## src/rtl/tour_move_monitor.sv

```systemverilog
// Knight's Tour move checker: tracks visited squares and the move count, and
// flags off-board, non-L, revisited or stalled moves reported by the tour logic.
module tour_move_monitor #(
   parameter int BOARD_W      = 5,
   parameter int BOARD_H      = 5,
   parameter int COORD_W      = 3,
   parameter int TIMEOUT_CLKS = 2000000,
   localparam int CNT_W       = $clog2(BOARD_W*BOARD_H+1)
) (
   input  logic               clk,
   input  logic               rst,
   input  logic               start,
   input  logic [COORD_W-1:0] start_x,
   input  logic [COORD_W-1:0] start_y,
   input  logic               abort,
   input  logic               pos_vld,
   input  logic [COORD_W-1:0] pos_x,
   input  logic [COORD_W-1:0] pos_y,
   output logic               busy,
   output logic               move_ok,
   output logic               tour_done,
   output logic               err,
   output logic [2:0]         err_code,
   output logic [CNT_W-1:0]   move_cnt,
   output logic [COORD_W-1:0] cur_x,
   output logic [COORD_W-1:0] cur_y
);

   localparam int NSQ  = BOARD_W*BOARD_H;
   localparam int XW   = COORD_W+1;
   localparam int TO_W = $clog2(TIMEOUT_CLKS+1);

   localparam logic [2:0] ERR_NONE    = 3'd0;
   localparam logic [2:0] ERR_OFF     = 3'd1;
   localparam logic [2:0] ERR_NOT_L   = 3'd2;
   localparam logic [2:0] ERR_REVISIT = 3'd3;
   localparam logic [2:0] ERR_TIMEOUT = 3'd4;

   typedef enum logic [1:0] {S_IDLE, S_TRACK, S_DONE, S_ERR} state_t;

   state_t             state_q;
   logic               busy_q, move_ok_q, tour_done_q, err_q;
   logic [2:0]         err_code_q;
   logic [CNT_W-1:0]   move_cnt_q;
   logic [COORD_W-1:0] cur_x_q, cur_y_q;
   logic [NSQ-1:0]     visited_q;
   logic [TO_W-1:0]    to_cnt_q;

   logic [NSQ-1:0]     pos_hit, st_hit;
   logic               pos_on, start_on, is_l, revisit;
   logic [XW-1:0]      dx, dy;
   logic [2:0]         fail_code;
   logic [CNT_W-1:0]   cnt_inc;

   // One-hot square decode; off-board coordinates match no square.
   for (genvar gi = 0; gi < NSQ; gi++) begin : g_sq
      assign pos_hit[gi] = ({1'b0, pos_x} == XW'(gi % BOARD_W)) &&
                           ({1'b0, pos_y} == XW'(gi / BOARD_W));
      assign st_hit[gi]  = ({1'b0, start_x} == XW'(gi % BOARD_W)) &&
                           ({1'b0, start_y} == XW'(gi / BOARD_W));
   end

   always_comb begin
      pos_on   = ({1'b0, pos_x} < XW'(BOARD_W)) && ({1'b0, pos_y} < XW'(BOARD_H));
      start_on = ({1'b0, start_x} < XW'(BOARD_W)) && ({1'b0, start_y} < XW'(BOARD_H));
      dx = (pos_x >= cur_x_q) ? ({1'b0, pos_x} - {1'b0, cur_x_q})
                              : ({1'b0, cur_x_q} - {1'b0, pos_x});
      dy = (pos_y >= cur_y_q) ? ({1'b0, pos_y} - {1'b0, cur_y_q})
                              : ({1'b0, cur_y_q} - {1'b0, pos_y});
      is_l    = ((dx == XW'(1)) && (dy == XW'(2))) || ((dx == XW'(2)) && (dy == XW'(1)));
      revisit = |(pos_hit & visited_q);
      cnt_inc = move_cnt_q + CNT_W'(1);
      fail_code = ERR_NONE;
      if (!pos_on)
         fail_code = ERR_OFF;
      else if (!is_l)
         fail_code = ERR_NOT_L;
      else if (revisit)
         fail_code = ERR_REVISIT;
   end

   always_ff @(posedge clk) begin
      if (rst) begin
         state_q     <= S_IDLE;
         busy_q      <= 1'b0;
         move_ok_q   <= 1'b0;
         tour_done_q <= 1'b0;
         err_q       <= 1'b0;
         err_code_q  <= ERR_NONE;
         move_cnt_q  <= '0;
         cur_x_q     <= '0;
         cur_y_q     <= '0;
         visited_q   <= '0;
         to_cnt_q    <= '0;
      end else begin
         move_ok_q <= 1'b0;
         err_q     <= 1'b0;
         if (abort) begin
            state_q     <= S_IDLE;
            busy_q      <= 1'b0;
            tour_done_q <= 1'b0;
            err_code_q  <= ERR_NONE;
            move_cnt_q  <= '0;
            visited_q   <= '0;
            to_cnt_q    <= '0;
         end else if (start) begin
            tour_done_q <= 1'b0;
            to_cnt_q    <= '0;
            if (start_on) begin
               state_q    <= S_TRACK;
               busy_q     <= 1'b1;
               err_code_q <= ERR_NONE;
               visited_q  <= st_hit;
               cur_x_q    <= start_x;
               cur_y_q    <= start_y;
               move_cnt_q <= CNT_W'(1);
            end else begin
               state_q    <= S_ERR;
               busy_q     <= 1'b0;
               err_q      <= 1'b1;
               err_code_q <= ERR_OFF;
               visited_q  <= '0;
               move_cnt_q <= '0;
            end
         end else if (state_q == S_TRACK) begin
            if (pos_vld) begin
               to_cnt_q <= '0;
               if (fail_code != ERR_NONE) begin
                  state_q    <= S_ERR;
                  busy_q     <= 1'b0;
                  err_q      <= 1'b1;
                  err_code_q <= fail_code;
               end else begin
                  visited_q  <= visited_q | pos_hit;
                  cur_x_q    <= pos_x;
                  cur_y_q    <= pos_y;
                  move_cnt_q <= cnt_inc;
                  move_ok_q  <= 1'b1;
                  if (cnt_inc == CNT_W'(NSQ)) begin
                     state_q     <= S_DONE;
                     busy_q      <= 1'b0;
                     tour_done_q <= 1'b1;
                  end
               end
            end else if (to_cnt_q == TO_W'(TIMEOUT_CLKS-1)) begin
               state_q    <= S_ERR;
               busy_q     <= 1'b0;
               err_q      <= 1'b1;
               err_code_q <= ERR_TIMEOUT;
            end else begin
               to_cnt_q <= to_cnt_q + TO_W'(1);
            end
         end
      end
   end

   assign busy      = busy_q;
   assign move_ok   = move_ok_q;
   assign tour_done = tour_done_q;
   assign err       = err_q;
   assign err_code  = err_code_q;
   assign move_cnt  = move_cnt_q;
   assign cur_x     = cur_x_q;
   assign cur_y     = cur_y_q;

endmodule
```

## config.mk

```make
export PLATFORM = sky130hd
export DESIGN_NAME = tour_move_monitor
export DESIGN_NICKNAME = d
export VERILOG_FILES = /design/src/rtl/tour_move_monitor.sv
export SDC_FILE = /design/constraint.sdc
export NUM_CORES = 1
export LEC_CHECK = 0
export ABC_CLOCK_PERIOD_IN_PS = 5500
export BUFFER_PORTS_ARGS = -buffer_cell sky130_fd_sc_hd__buf_2
export CORE_UTILIZATION = 45
export DETAILED_ROUTE_END_ITERATION = 6
export PLACE_DENSITY = 0.72
export SLEW_MARGIN = 40
export SYNTH_ARGS = -nofsm -noshare
export SYNTH_HDL_FRONTEND = slang
export SYNTH_SLANG_ARGS = --single-unit
```

## constraint.sdc

```tcl
create_clock -name clk -period 5.5 [get_ports clk]
set_input_delay 0 -clock clk [delete_from_list [all_inputs] [get_ports clk]]
set_output_delay 0 -clock clk [all_outputs]
set_load 0.01 [all_outputs]
```

Word-level counts from Yosys, hierarchy flattened. Index checks and enable logic that the tools add are counted. Widths: inputs -> output; s select.

Register bits: 66.

$add $sub $neg: 6. $lt $le $gt $ge: 6. Equality and inequality tests: 28. Muxes and demuxes: 54. Bitwise operators: 6. Reductions and logical operators: 73.

Operators with widths (count): $mux 25 (5); $logic_and 1x1->1 (54); $mux 3 (15); $mux 21 (2); $and 25x25->25 (1); $or 25x25->25 (1); $reduce_or 25->1 (1); $eq 3x2->1 const B (8); $add 21x1->21 const B (1); $eq 21x21->1 const B (1); $mux 2 (10); $mux 5 (4); $mux 1 (16); $sub 3x3->4 (4); $eq 3x1->1 const B (4); $eq 3x3->1 const B (4); $logic_not 3->1 (4); $lt 3x3->1 const B (4); $reduce_and 3->1 (3); $eq 4x1->1 const B (2); $eq 4x2->1 const B (2); $mux 4 (2); $ge 3x3->1 (2); $reduce_bool 3->1 (2); 16 further kinds (21).

Depth between registers and ports, before layout. Gate-level depths: netlist (run 1).

Depth in word-level cells: 12. Gate-level depth with buffers: 15. Depth with buffers taken out: 12.

Worst setup path before layout (run 1). Ideal clock, no wire load.

Kind: input-to-reg. Start point: input port pos_x[0]. End point: register move_cnt_q[3], in the netlist move_cnt[3]. Arrival: 3318 ps. Data required time: 5428 ps. Setup slack: 2111 ps. Cell stages on the path: 11. Buffers on the path: 1. Cells stage by stage: clkbuf_1 -> inv_1 -> ha_1 -> fa_1 -> fa_1 -> and3_1 -> or4_1 -> a222oi_1 -> nand4_2 -> or3_1 -> a21oi_1.

Cells in the longest elaborated chain, start to end: 10.

RTL lines: start: declaration (RTL line 17) `input logic [COORD_W-1:0] pos_x,`; $sub 3x3->4 (tied with other cells) (RTL line 67) `: ({1'b0, cur_x_q} - {1'b0, pos_x});`; $mux 4 or $logic_and 1x1->1 (tied branches) (RTL line 66, 57); $eq 4x1->1 (tied with other cells) (RTL line 70) `is_l = ((dx == XW'(1)) && (dy == XW'(2))) || ((dx == XW'(2)) && (dy == XW'(1)));`; $logic_and 1x1->1 or $reduce_or 25->1 (tied branches) (RTL line 70, 71); $logic_or 1x1->1 or $mux 2 (tied branches) (RTL line 70, 78); $mux 2 (RTL line 76) `else if (!is_l)`; $mux 2 (*) (RTL line 74) `if (!pos_on)`; $reduce_bool 3->1 (*) (RTL line 128) `if (fail_code != ERR_NONE) begin`; $ne 2x2->1 (no source line) (*); $reduce_and 3->1 (no source line) (*); end signal: assignment (RTL line 137) `move_cnt_q <= cnt_inc;`; end: declaration (RTL line 44) `logic [CNT_W-1:0] move_cnt_q;`.

Every way passes the cells marked *; elsewhere a longest branch is shown, timed or not. A chain may end at the register's enable or synchronous reset.

Final worst setup path (run 1).
Start point: register cur_y_q[0], in the netlist cur_y[0]. End point: register visited_q[5].

Cells in the longest elaborated chain, start to end: 10.

RTL lines: start: declaration (RTL line 45) `logic [COORD_W-1:0] cur_x_q, cur_y_q;`; start signal: assignment (RTL line 115) `cur_y_q <= start_y;`; start signal: assignment (RTL line 136) `cur_y_q <= pos_y;`; $sub 3x3->4 (tied with other cells) (RTL line 69) `: ({1'b0, cur_y_q} - {1'b0, pos_y});`; $mux 4 (*) (RTL line 68) `dy = (pos_y >= cur_y_q) ? ({1'b0, pos_y} - {1'b0, cur_y_q})`; $eq 4x2->1 or $eq 4x1->1 (tied branches) (RTL line 70); $logic_and 1x1->1 (RTL line 70); $logic_or 1x1->1 (*) (RTL line 70); $mux 2 (*) (RTL line 76); $mux 2 (*) (RTL line 74); $reduce_bool 3->1 (*) (RTL line 128); $ne 2x2->1 (no source line) (*); $reduce_and 3->1 (no source line) (*); end signal: assignment (RTL line 113) `visited_q <= st_hit;`; end signal: assignment (RTL line 134) `visited_q <= visited_q | pos_hit;`; end: declaration (RTL line 46) `logic [NSQ-1:0] visited_q;`.

Marked as above.

==> impl_metrics.env, run 1 <==
export IMPL_grt_antenna_before_repair=0
export IMPL_outcome="complete, no violations"
export IMPL_die_y_um=96.74
export IMPL_post_synth_edffs=0
export IMPL_die_area_mm2=0.009358
export IMPL_cp_start_kind="flip-flop"
export IMPL_postSynthAreaPerCell_um2=7.998
export IMPL_setup_repair_after_global_routing_missed_its_margin="false"
export IMPL_worst_ep_arrival_time_ns=4.09
export IMPL_postSynthCellCount=505
export IMPL_async_reset_ff_frac=0
export IMPL_initial_standard_cell_utilization_of_the_core=0.4631
export IMPL_clock_tree_htree_level_count=3
export IMPL_yosysMostFrequentCell="dfxtp_1"
export IMPL_static_leakage_power_uw=0.001693
export IMPL_critPathKind="flip-flop to flip-flop"
export IMPL_timing_max_cap_violations=0
export IMPL_register_area_share_after_synthesis=0.3271
export IMPL_post_dp_cell_area_mm2=0.004274
export IMPL_std_cell_rows=34
export IMPL_yosys_area_top_type="dfxtp_1"
export IMPL_drv_slew=0
export IMPL_multi_input_area_mm2=0.002546
export IMPL_netlist_top_cells_count="dfxtp_1, nand2_1, nor2_1, a21oi_1, o21ai_0"
export IMPL_finish_utilization=0.5184
export IMPL_die_width_um=96.74
export IMPL_finish_net_count=569
export IMPL_detailroute_via_count=3908
export IMPL_pin_count_of_the_biggest_net_entering_global_routing=43
export IMPL_post_route_cells_drive_above_1_share=0.1493
export IMPL_total_inserted_antenna_cells=0
export IMPL_min_period_over_period=0.6905
export IMPL_slew_headroom=0.4251
export IMPL_synth_net_count=543
export IMPL_path_clk_slew_ns=0.08
export IMPL_place_port_buffers=34
export IMPL_power_density_cell_area_mw_per_mm2=240.1
export IMPL_crit_reg2reg_launch="cur_y[0]"
export IMPL_setup_violations_final=0
export IMPL_drt_first_iter_violations=278
export IMPL_core_region_area_mm2=0.008721
export IMPL_clock_insertion_delay_worst_skew_ns=0.35
export IMPL_fin_worst_skew_ns=0.01237
export IMPL_globalRouteOverflowTotal=0
export IMPL_route_detailed_wl_per_inst_um=16.23
export IMPL_cts_tree="built"
export IMPL_final_hold_violation_count=0
export IMPL_drt_vias_per_instance=6.068
export IMPL_final_period_minus_worst_setup_slack_ns=3.798
export IMPL_drt_pass1_iterations=5
export IMPL_area_growth_synth_to_final_pct=11.93
export IMPL_detail_route_antenna_nets=0
export IMPL_clockBufferDepth=2
export IMPL_netlist_top_cells_area="dfxtp_1, a21oi_1, ha_1, nand2_1, nor2_1"
export IMPL_cts_buffers_inserted=9
export IMPL_via_count_of_the_first_global_routing_pass=3680
export IMPL_syn_cell_area_mm2=0.004039
export IMPL_worstRegToRegCells=12
export IMPL_drt_wl_total_mm=10.46
export IMPL_timing_worst_slew_pin_value_ns=0.8558
export IMPL_gp_congestion=0.9670
export IMPL_ys_ff_latch=66
export IMPL_cts_sink_count=66
export IMPL_cts_hold_fix_buffers=0
export IMPL_dominantRegCellSynth="dfxtp_1"
export IMPL_final_seq_area_mm2=0.001321
export IMPL_synth_top_area_frac=0.3271
export IMPL_holdPathEnd="visited_q[21]"
export IMPL_holdCritStartpoint="rst"
export IMPL_fillerInstances=829
export IMPL_timing_critical_path_fanout_max=10
export IMPL_worstHoldPathCells=3
export IMPL_regToRegEndpoint="visited_q[5]"
export IMPL_achievable_frequency_mhz=263.3
export IMPL_finalInstanceArea_mm2=0.004521
export IMPL_synth_warnings=0
export IMPL_dp_hpwl_mm=7.570
export IMPL_reg2reg_setup_slack_ns=1.70
export IMPL_worstPathRequired_ns=5.79
export IMPL_netlist_cell_type_count=61
export IMPL_vdd_drop_max_uv=164.0
export IMPL_final_setup_tns_ns=0
export IMPL_worstSetupEndpointType="flip-flop"
export IMPL_cts_repair_timing_setup_buffer_count=0
export IMPL_drcViolationCount=0
export IMPL_ctsResizeCount=0
export IMPL_global_route_usage_total=0.2335
export IMPL_grt_pass1_wl_mm=17.93
export IMPL_boundaryPins=35
export IMPL_min_path_type="input pin to flip-flop"
export IMPL_clockRootBuffer="clkbuf_8"
[per-stage QoR]
stage	hold WS (ns)	std cells	worst slack, ns	total power [uW]
floorplan	0.1688	505	2.111	582.8
global placement	0.3900	627	1.690	621.2
detailed placement	0.3924	627	1.537	624.2
CTS	0.01538	643	1.535	1089
global route	0.02445	644	1.400	1127
finish	0.01853	644	1.702	1085
[layout by cell type (no fill, tap or decap), types with 9 or more instances in the layout]
| cell | instances |
|---|---|
| a211oi_1 | 9 |
| a21oi_1 | 41 |
| a2bb2oi_1 | 10 |
| a31o_2 | 9 |
| buf_2 | 34 |
| clkbuf_8 | 10 |
| dfxtp_1 | 66 |
| ha_1 | 15 |
| inv_1 | 27 |
| nand2_1 | 45 |
| nand3_1 | 27 |
| nor2_1 | 45 |
| nor3_1 | 25 |
| o21ai_0 | 31 |
| or3_1 | 12 |
[registers in the layout, summed over array words and instances (netlist names), 2 cells and up]
name	count
cur_x	3
cur_y	3
err_code	3
move_cnt	5
state_q	2
to_cnt_q	21
visited_q	25
[cell families (layout without fill, tap and decap cells)]
logic type | Yosys count | count (layout) | synth area share
xor gates and xnor gates | 14 | 14 | 0.03036
AOI/OAI and AO/OA | 145 | 145 | 0.2444
DFF | 66 | 66 | 0.3271
adders and majority gates | 21 | 21 | 0.07621
muxes | 9 | 9 | 0.02323
and+or+nand+nor | 201 | 201 | 0.2525
buffers and inverters | 49 | 80 | 0.04616
[worst max-delay path, cell delays in order (launching register included)]
cell and delay [ns]:
dfxtp_1 0.36, ha_1 0.18, fa_1 0.16, inv_1 0.05, fa_1 0.39, a31oi_2 0.22
mux2i_1 0.15, or4_1 0.54, a222oi_1 0.55, clkbuf_2 0.26, nand4_2 0.23, nor2_2 0.43
a31o_2 0.21
[layer usage]
| metal | GRT usage | share of wire | vias to the layer above |
|---|---|---|---|
| met3 | 0.04624 | 0.050 | 27 |
| met1 | 0.2999 | 0.44 | 1884 |
| li1 | - | - | 1893 |
| met4 | 0.1068 | 0.022 | 0 |
| met2 | 0.3776 | 0.48 | 104 |
| met5 | 0 | 0 | - |
[where the power goes]
group          internal [uW]  switching [uW]  leakage (uW)
Combinational           43.3            86.0       0.00105
Sequential               483            4.31      0.000533
Clock                    268             201      0.000109
[area by class of cell]
cell class / count / area share
well taps: 108 / 0.02989
repair buffers: 37 / 0.04207
multi-input cells: 390 / 0.5632
clock inverters: 6 / 0.01965
inverters: 27 / 0.02242
flip-flops and latches: 66 / 0.2923
clock buffers: 10 / 0.03045
[how the worst max path moves through the flow]
| stage | from | to | slack (ns) |
|---|---|---|---|
| after floorplan | pos_x[0] | move_cnt[3] | 2.11 |
| after global placement | pos_x[0] | err_code[2] | 1.69 |
| after detailed placement | pos_x[0] | visited_q[0] | 1.54 |
| after CTS | cur_y[0] | visited_q[0] | 1.54 |
| after global routing | cur_y[0] | visited_q[0] | 1.40 |
| final | cur_y[0] | visited_q[5] | 1.70 |
Note: power is estimated with default switching activity, not from simulation.
==> inputs of run 2 (changes only) <==
- ABC_CLOCK_PERIOD_IN_PS: 5500 -> 3400
- PLACE_DENSITY: 0.72 -> 0.74
- clock period: 5.5 -> 3.4 ns (I/O delays scaled with it)
==> run 2 against run 1 <==
Net effect: combinational power grew 80%; hold slack gained 0.0051 ns; worst setup slack lost 1.6 ns; largest cell class unchanged.
==> impl_metrics.env, run 2 (synthesis gave the netlist of run 1 again) <==
export IMPL_worstHoldPathCells=4
export IMPL_die_area_mm2=0.009358
export IMPL_timing_critical_path_fanout_max=6
export IMPL_flip_flop_count_of_the_largest_register_after_layout=25
export IMPL_crit_reg2reg_launch="cur_y[0]"
export IMPL_critical_path_slowest_cell="or4_1"
export IMPL_cts_buffers_inserted=9
export IMPL_initial_standard_cell_utilization_of_the_core=0.4631
export IMPL_power_density_cell_area_mw_per_mm2=376.2
export IMPL_p_sw_uw=487.2
export IMPL_worst_path_stages=12
export IMPL_power_frac_comb=0.131
export IMPL_worst_ep_arrival_time_ns=3.55
export IMPL_worstSetupEndpointType="flip-flop"
export IMPL_final_cells=657
export IMPL_finalInstanceArea_mm2=0.004702
export IMPL_die_y_um=96.74
export IMPL_drt_pass1_iterations=5
export IMPL_std_cell_rows=34
export IMPL_largest_register="visited_q"
export IMPL_drt_first_iter_violations=377
export IMPL_clockBufferDepth=2
export IMPL_swShare=0.2754
export IMPL_detailroute_via_count=3949
export IMPL_boundaryPins=35
export IMPL_dp_hpwl_mm=7.763
export IMPL_critical_path_max_stage_delay_ns=0.54
export IMPL_power_sequential_fraction=0.445
export IMPL_min_path_type="input pin to flip-flop"
export IMPL_fin_worst_skew_ns=0.01378
export IMPL_drt_vias_per_instance=6.011
export IMPL_outcome="complete, no violations"
export IMPL_cell_family_contributing_the_most_delay_on_the_critical_path="simple AND/OR/NAND/NOR gates"
export IMPL_cts_tree="built"
export IMPL_grt_antenna_before_repair=0
export IMPL_holdPathEnd="move_cnt[0]"
export IMPL_area_growth_synth_to_final_pct=16.42
export IMPL_internal_pwr_total_uw=1282
export IMPL_critical_path_cell_chain="ha_2, fa_1, inv_1, fa_2, a31oi_4, mux2i_1, or4_1, a222oi_1, buf_4, nand4_4, or3_1, a21oi_1"
export IMPL_pin_count_of_the_biggest_net_entering_global_routing=42
export IMPL_finish_net_count=582
export IMPL_worstRegToRegCells=12
export IMPL_timing_max_cap_violations=0
export IMPL_min_period_over_period=0.9649
export IMPL_drcViolationCount=0
export IMPL_static_leakage_power_uw=0.001758
export IMPL_clock_tree_htree_level_count=3
export IMPL_drv_slew=0
export IMPL_global_route_usage_total=0.2370
export IMPL_total_inserted_antenna_cells=0
export IMPL_post_route_cells_drive_above_1_share=0.1821
export IMPL_globalRouteOverflowTotal=0
export IMPL_critPathKind="flip-flop to flip-flop"
export IMPL_worstPathRequired_ns=3.67
export IMPL_place_port_buffers=34
export IMPL_global_route_hottest_layer="met2"
export IMPL_final_hold_violation_count=0
export IMPL_regToRegEndpoint="move_cnt[4]"
export IMPL_slew_headroom=0.2151
export IMPL_setup_violations_final=0
export IMPL_final_period_minus_worst_setup_slack_ns=3.281
export IMPL_cp_start_kind="flip-flop"
export IMPL_core_region_area_mm2=0.008721
export IMPL_clock_insertion_delay_worst_skew_ns=0.35
export IMPL_post_dp_cell_area_mm2=0.004362
export IMPL_vdd_drop_max_uv=214.0
export IMPL_layout_cells_most_common="dfxtp_1"
export IMPL_die_width_um=96.74
export IMPL_reg2reg_setup_slack_ns=0.12
export IMPL_route_detailed_wl_per_inst_um=16.76
export IMPL_global_route_usage_met3=0.05419
export IMPL_via_count_of_the_first_global_routing_pass=3867
export IMPL_grt_use_met2=0.3900
export IMPL_timing_worst_slew_pin_value_ns=1.170
export IMPL_numPlacedInstances=637
export IMPL_path_clk_slew_ns=0.08
export IMPL_critical_path_n_buffers_inverters=2
export IMPL_share_clk_of_total_power=0.424
export IMPL_cts_hold_fix_buffers=0
export IMPL_gp_congestion=0.9291
export IMPL_grt_met1_usage=0.3044
export IMPL_layout_cells_most_common_list="dfxtp_1, nand2_1, nor2_1"
export IMPL_drt_wl_total_mm=11.01
export IMPL_grt_pass1_wl_mm=18.26
export IMPL_holdCritStartpoint="rst"
export IMPL_cts_sink_count=66
export IMPL_clockRootBuffer="clkbuf_8"
export IMPL_achievable_frequency_mhz=304.8
export IMPL_detail_route_antenna_nets=0
[run 2: cell types whose count changed in the layout (fill, tap and decap cells not counted), sizes merged]
cell	before	now
clkbuf	11	9
nand4	7	8
clkinv	1	2
clkinvlp	2	1
inv	28	29
buf	36	49
[run 2: timing repair]
item | 4_1_cts | 5_1_grt
gates resized for setup | 2 | 14
endpoints found under the setup margin | 9 | 34
buffers inserted | 0 | 3
pin swaps | 0 | 3
cloned | 0 | 1
[run 2: power groups by stage]
| stage | clock (uW) | sequential, uW | combinational, uW |
|---|---|---|---|
| 2_1_floorplan | 0 | 807 | 136 |
| 3_3_place_gp | 0 | 805 | 210 |
| 3_5_place_dp | 0 | 806 | 216 |
| 4_1_cts | 764 | 787 | 218 |
| 5_1_grt | 802 | 789 | 254 |
| 6_report | 749 | 788 | 232 |
[run 2: stage by stage]
step           setup TNS (ns)  worst slack [ns]  total power [uW]  hold WS, ns  utilization
2_1_floorplan               0           0.01055             942.8       0.1688            -
3_3_place_gp                0           0.04640              1015       0.3853       0.5001
3_5_place_dp          -0.1788          -0.02849              1021       0.3646       0.5001
4_1_cts                     0           0.05473              1769     0.008053       0.5273
5_1_grt             -0.008595         -0.008595              1844      0.03363       0.5392
6_report                    0            0.1195              1769      0.02367       0.5392
[run 2: worst reg2reg max path, delay by kind of cell (launching register included)]
kind,cells,cell delay (ns)
mux,1,0.12
flops,1,0.34
simple gates,3,1.12
buf+inv,2,0.30
fa+ha+maj,3,0.69
compound gates,3,0.64
[run 2: layer usage]
layer	routed length, um	share of wire
met5	0	0
met4	131	0.012
met3	498	0.045
met2	5299	0.48
met1	5080	0.46
[run 2: how the worst max path moves through the flow]
stage             start            end  slack, ns
3_3_place_gp   cur_y[0]  visited_q[19]       0.05
4_1_cts        cur_y[0]    move_cnt[3]       0.05
2_1_floorplan  pos_x[0]    move_cnt[3]       0.01
5_1_grt        cur_x[0]    move_cnt[4]     -0.009
6_report       cur_y[0]    move_cnt[4]       0.12
3_5_place_dp   cur_y[0]  visited_q[10]      -0.03
[run 2: layout make-up]
class,count,area (um^2)
timing repair buffer,49,299.0
clock buffer,9,123.9
sequential,66,1323
clock inverter,7,98.84
inverter,27,101.3
tap,108,135.1
multi-input combinational,391,2621
fill,810,4019
==> inputs of run 3 (changes only) <==
- ABC_AREA: unset -> 1
==> run 3 against run 2 <==
Net effect: critical path depth up 2; non-clock buffer count decreased by 10; cell count grew 26%; sequential cell count stayed put; worst setup slack improved by 0.32 ns; largest power group unchanged; sequential share of layout area fell by 1.9 points; register-to-register slack improved by 0.32 ns; global-route usage down 1.3 points; first-iteration DRC count shrank 35%; core utilization is 2.6 points lower; clock power hardly changed.
==> impl_metrics.env, run 3 <==
export IMPL_fin_worst_skew_ns=0.02486
export IMPL_cts_tree="built"
export IMPL_vdd_drop_max_uv=189.6
export IMPL_clockRootBuffer="clkbuf_8"
export IMPL_post_dp_cell_area_mm2=0.004793
export IMPL_drt_wl_total_mm=11.03
export IMPL_final_setup_tns_ns=0
export IMPL_cp_start_kind="flip-flop"
export IMPL_dominantRegCellSynth="dfxtp_1"
export IMPL_area_growth_synth_to_final_pct=9.997
export IMPL_grt_pass1_wl_mm=18.64
export IMPL_cts_sink_count=66
export IMPL_clockBufferDepth=2
export IMPL_power_total_uw=1807
export IMPL_power_frac_comb=0.139
export IMPL_critical_path_max_stage_delay_ns=0.40
export IMPL_grt_antenna_before_repair=0
export IMPL_initial_standard_cell_utilization_of_the_core=0.4665
export IMPL_finish_utilization=0.5131
export IMPL_clock_insertion_delay_worst_skew_ns=0.36
export IMPL_drv_slew=0
export IMPL_min_path_type="input pin to flip-flop"
export IMPL_worstSetupEndpointType="flip-flop"
export IMPL_register_area_share_after_synthesis=0.2884
export IMPL_critical_path_slowest_cell="fa_1"
export IMPL_flip_flop_count_of_the_largest_register_after_layout=25
export IMPL_timing_max_cap_violations=0
export IMPL_synth_net_count=699
export IMPL_outcome="complete, no violations"
export IMPL_p_sw_uw=522.1
export IMPL_power_sequential_fraction=0.444
export IMPL_std_cell_rows=36
export IMPL_final_period_minus_worst_setup_slack_ns=2.960
export IMPL_critPathKind="flip-flop to flip-flop"
export IMPL_drt_pass1_iterations=5
export IMPL_cell_family_contributing_the_most_delay_on_the_critical_path="simple AND/OR/NAND/NOR gates"
export IMPL_critical_path_most_common_cell="nand2_1"
export IMPL_yosysMostFrequentCell="nand2_1"
export IMPL_globalRouteOverflowTotal=0
export IMPL_achievable_frequency_mhz=337.8
export IMPL_synth_top_area_frac=0.2884
export IMPL_largest_register="visited_q"
export IMPL_finish_net_count=729
export IMPL_critical_path_cell_chain="ha_1, fa_1, fa_1, nand2_1, nand2_1, nand2_1, nand4_1, nand2_1, nand2_1, nor2_4, nand3_4, nand2_8, nand3_1, o211a_1"
export IMPL_static_leakage_power_uw=0.002021
export IMPL_setup_violations_final=0
export IMPL_internal_pwr_total_uw=1285
export IMPL_post_route_cells_drive_above_1_share=0.1379
export IMPL_slew_headroom=0.4112
export IMPL_die_y_um=102.9
export IMPL_drt_vias_per_instance=5.367
export IMPL_layout_cells_most_common="nand2_1"
export IMPL_finalInstanceArea_mm2=0.005039
export IMPL_ys_ff_latch=66
export IMPL_postSynthAreaPerCell_um2=6.930
export IMPL_core_region_area_mm2=0.009819
export IMPL_detail_route_antenna_nets=0
export IMPL_critical_path_n_buffers_inverters=0
export IMPL_gp_congestion=0.9064
export IMPL_path_clk_slew_ns=0.07
export IMPL_global_route_usage_total=0.2245
export IMPL_clock_tree_htree_level_count=3
export IMPL_cts_hold_fix_buffers=2
export IMPL_route_detailed_wl_per_inst_um=13.31
export IMPL_detailroute_via_count=4449
export IMPL_syn_cell_area_mm2=0.004581
export IMPL_setup_repair_after_global_routing_missed_its_margin="false"
export IMPL_worstPathRequired_ns=3.64
export IMPL_place_port_buffers=34
export IMPL_yosys_area_top_type="dfxtp_1"
export IMPL_swShare=0.2889
export IMPL_share_clk_of_total_power=0.416
export IMPL_boundaryPins=35
export IMPL_numPlacedInstances=811
export IMPL_postSynthCellCount=661
export IMPL_cts_buffers_inserted=9
export IMPL_synth_warnings=0
export IMPL_final_hold_violation_count=0
export IMPL_final_cells=829
export IMPL_min_period_over_period=0.8707
export IMPL_dp_hpwl_mm=8.232
export IMPL_timing_critical_path_fanout_max=59
export IMPL_drcViolationCount=0
export IMPL_pin_count_of_the_biggest_net_entering_global_routing=60
export IMPL_async_reset_ff_frac=0
export IMPL_drt_first_iter_violations=244
export IMPL_worst_ep_arrival_time_ns=3.20
export IMPL_netlist_top_cells_area="dfxtp_1, nand2_1, nand3_1, a21oi_1, nor2_1"
export IMPL_via_count_of_the_first_global_routing_pass=4107
export IMPL_die_area_mm2=0.01059
export IMPL_power_density_cell_area_mw_per_mm2=358.7
export IMPL_cts_repair_timing_setup_buffer_count=0
export IMPL_timing_worst_slew_pin_value_ns=0.8765
export IMPL_die_width_um=102.9
export IMPL_ctsResizeCount=0
export IMPL_post_synth_edffs=0
export IMPL_total_inserted_antenna_cells=0
export IMPL_layout_cells_most_common_list="nand2_1, nor2_1, inv_1"
export IMPL_fillerInstances=1006
export IMPL_netlist_cell_type_count=42
export IMPL_netlist_top_cells_count="nand2_1, nor2_1, inv_1, nand3_1, dfxtp_1"
==> run 3: cell types whose count changed after synthesis, sizes merged, moves of 8 or more <==
cell / change
nand2: +76
inv: +52
nand3: +41
nor2: +41
a21oi: +18
or3: -12
a2bb2oi: -10
a211oi: +9
a31o: -9
clkbuf: -9
o211ai: -8
==> run 3: power groups by stage <==
stage	Sequential, uW	Combinational, uW	Clock (uW)
global placement	820	241	0
detailed placement	821	249	0
global route	805	285	796
finish	803	252	752
CTS	803	252	769
floorplan	820	183	0
==> run 3: through the flow <==
stage / setup WS, ns / hold slack [ns]
3_3_place_gp: 0.5599 / 0.2524
2_1_floorplan: 0.7771 / 0.06907
5_1_grt: 0.08917 / 0.09990
6_report: 0.4397 / 0.08489
3_5_place_dp: 0.4672 / 0.2579
4_1_cts: 0.4534 / 0.06165
==> run 3: final timing paths <==
check | start | endpoint | slack, ns | cells after the start
setup / recovery | cur_x[0] | visited_q[9] | 0.44 | 14
hold / removal | abort | cur_y[2] | 0.08 | 4
setup reg to reg | cur_x[0] | visited_q[9] | 0.44 | 14
hold reg to reg | state_q[1] | state_q[1] | 0.46 | 2
==> run 3: worst reg2reg max path, cell delays in order (launching register included) <==
cell and delay, ns:
dfxtp_1 0.33, ha_1 0.21, fa_1 0.39, fa_1 0.40
nand2_1 0.12, nand2_1 0.06, nand2_1 0.08, nand4_1 0.08
nand2_1 0.08, nand2_1 0.12, nor2_4 0.16, nand3_4 0.14
nand2_8 0.35, nand3_1 0.18, o211a_1 0.14
==> run 3: cell type report <==
cell class / count / area (um^2) / share of cell area
multi-input combinational: 496 / 2814 / 0.5585
sequential: 66 / 1321 / 0.2622
inverter: 79 / 299.0 / 0.05935
timing repair buffer: 39 / 212.7 / 0.04222
tap: 133 / 166.4 / 0.03303
clock buffer: 9 / 123.9 / 0.02458
clock inverter: 7 / 101.3 / 0.02011
==> run 3: kinds of logic after synthesis <==
family                   synth area share
buffers and inverters             0.09724
adder cells (fa/ha/maj)           0.06720
AO/OA/AOI/OAI                      0.1890
XOR/XNOR                          0.02294
flip-flops                         0.2884
AND/OR/NAND/NOR                    0.3352
==> run 3: per-layer routing <==
metal	wire, um	GRT usage	up-vias
met3	521	0.04136	27
met4	261	0.08776	0
li1	-	-	2289
met2	5360	0.3877	104
met1	4888	0.2766	2029
met5	0	0	-
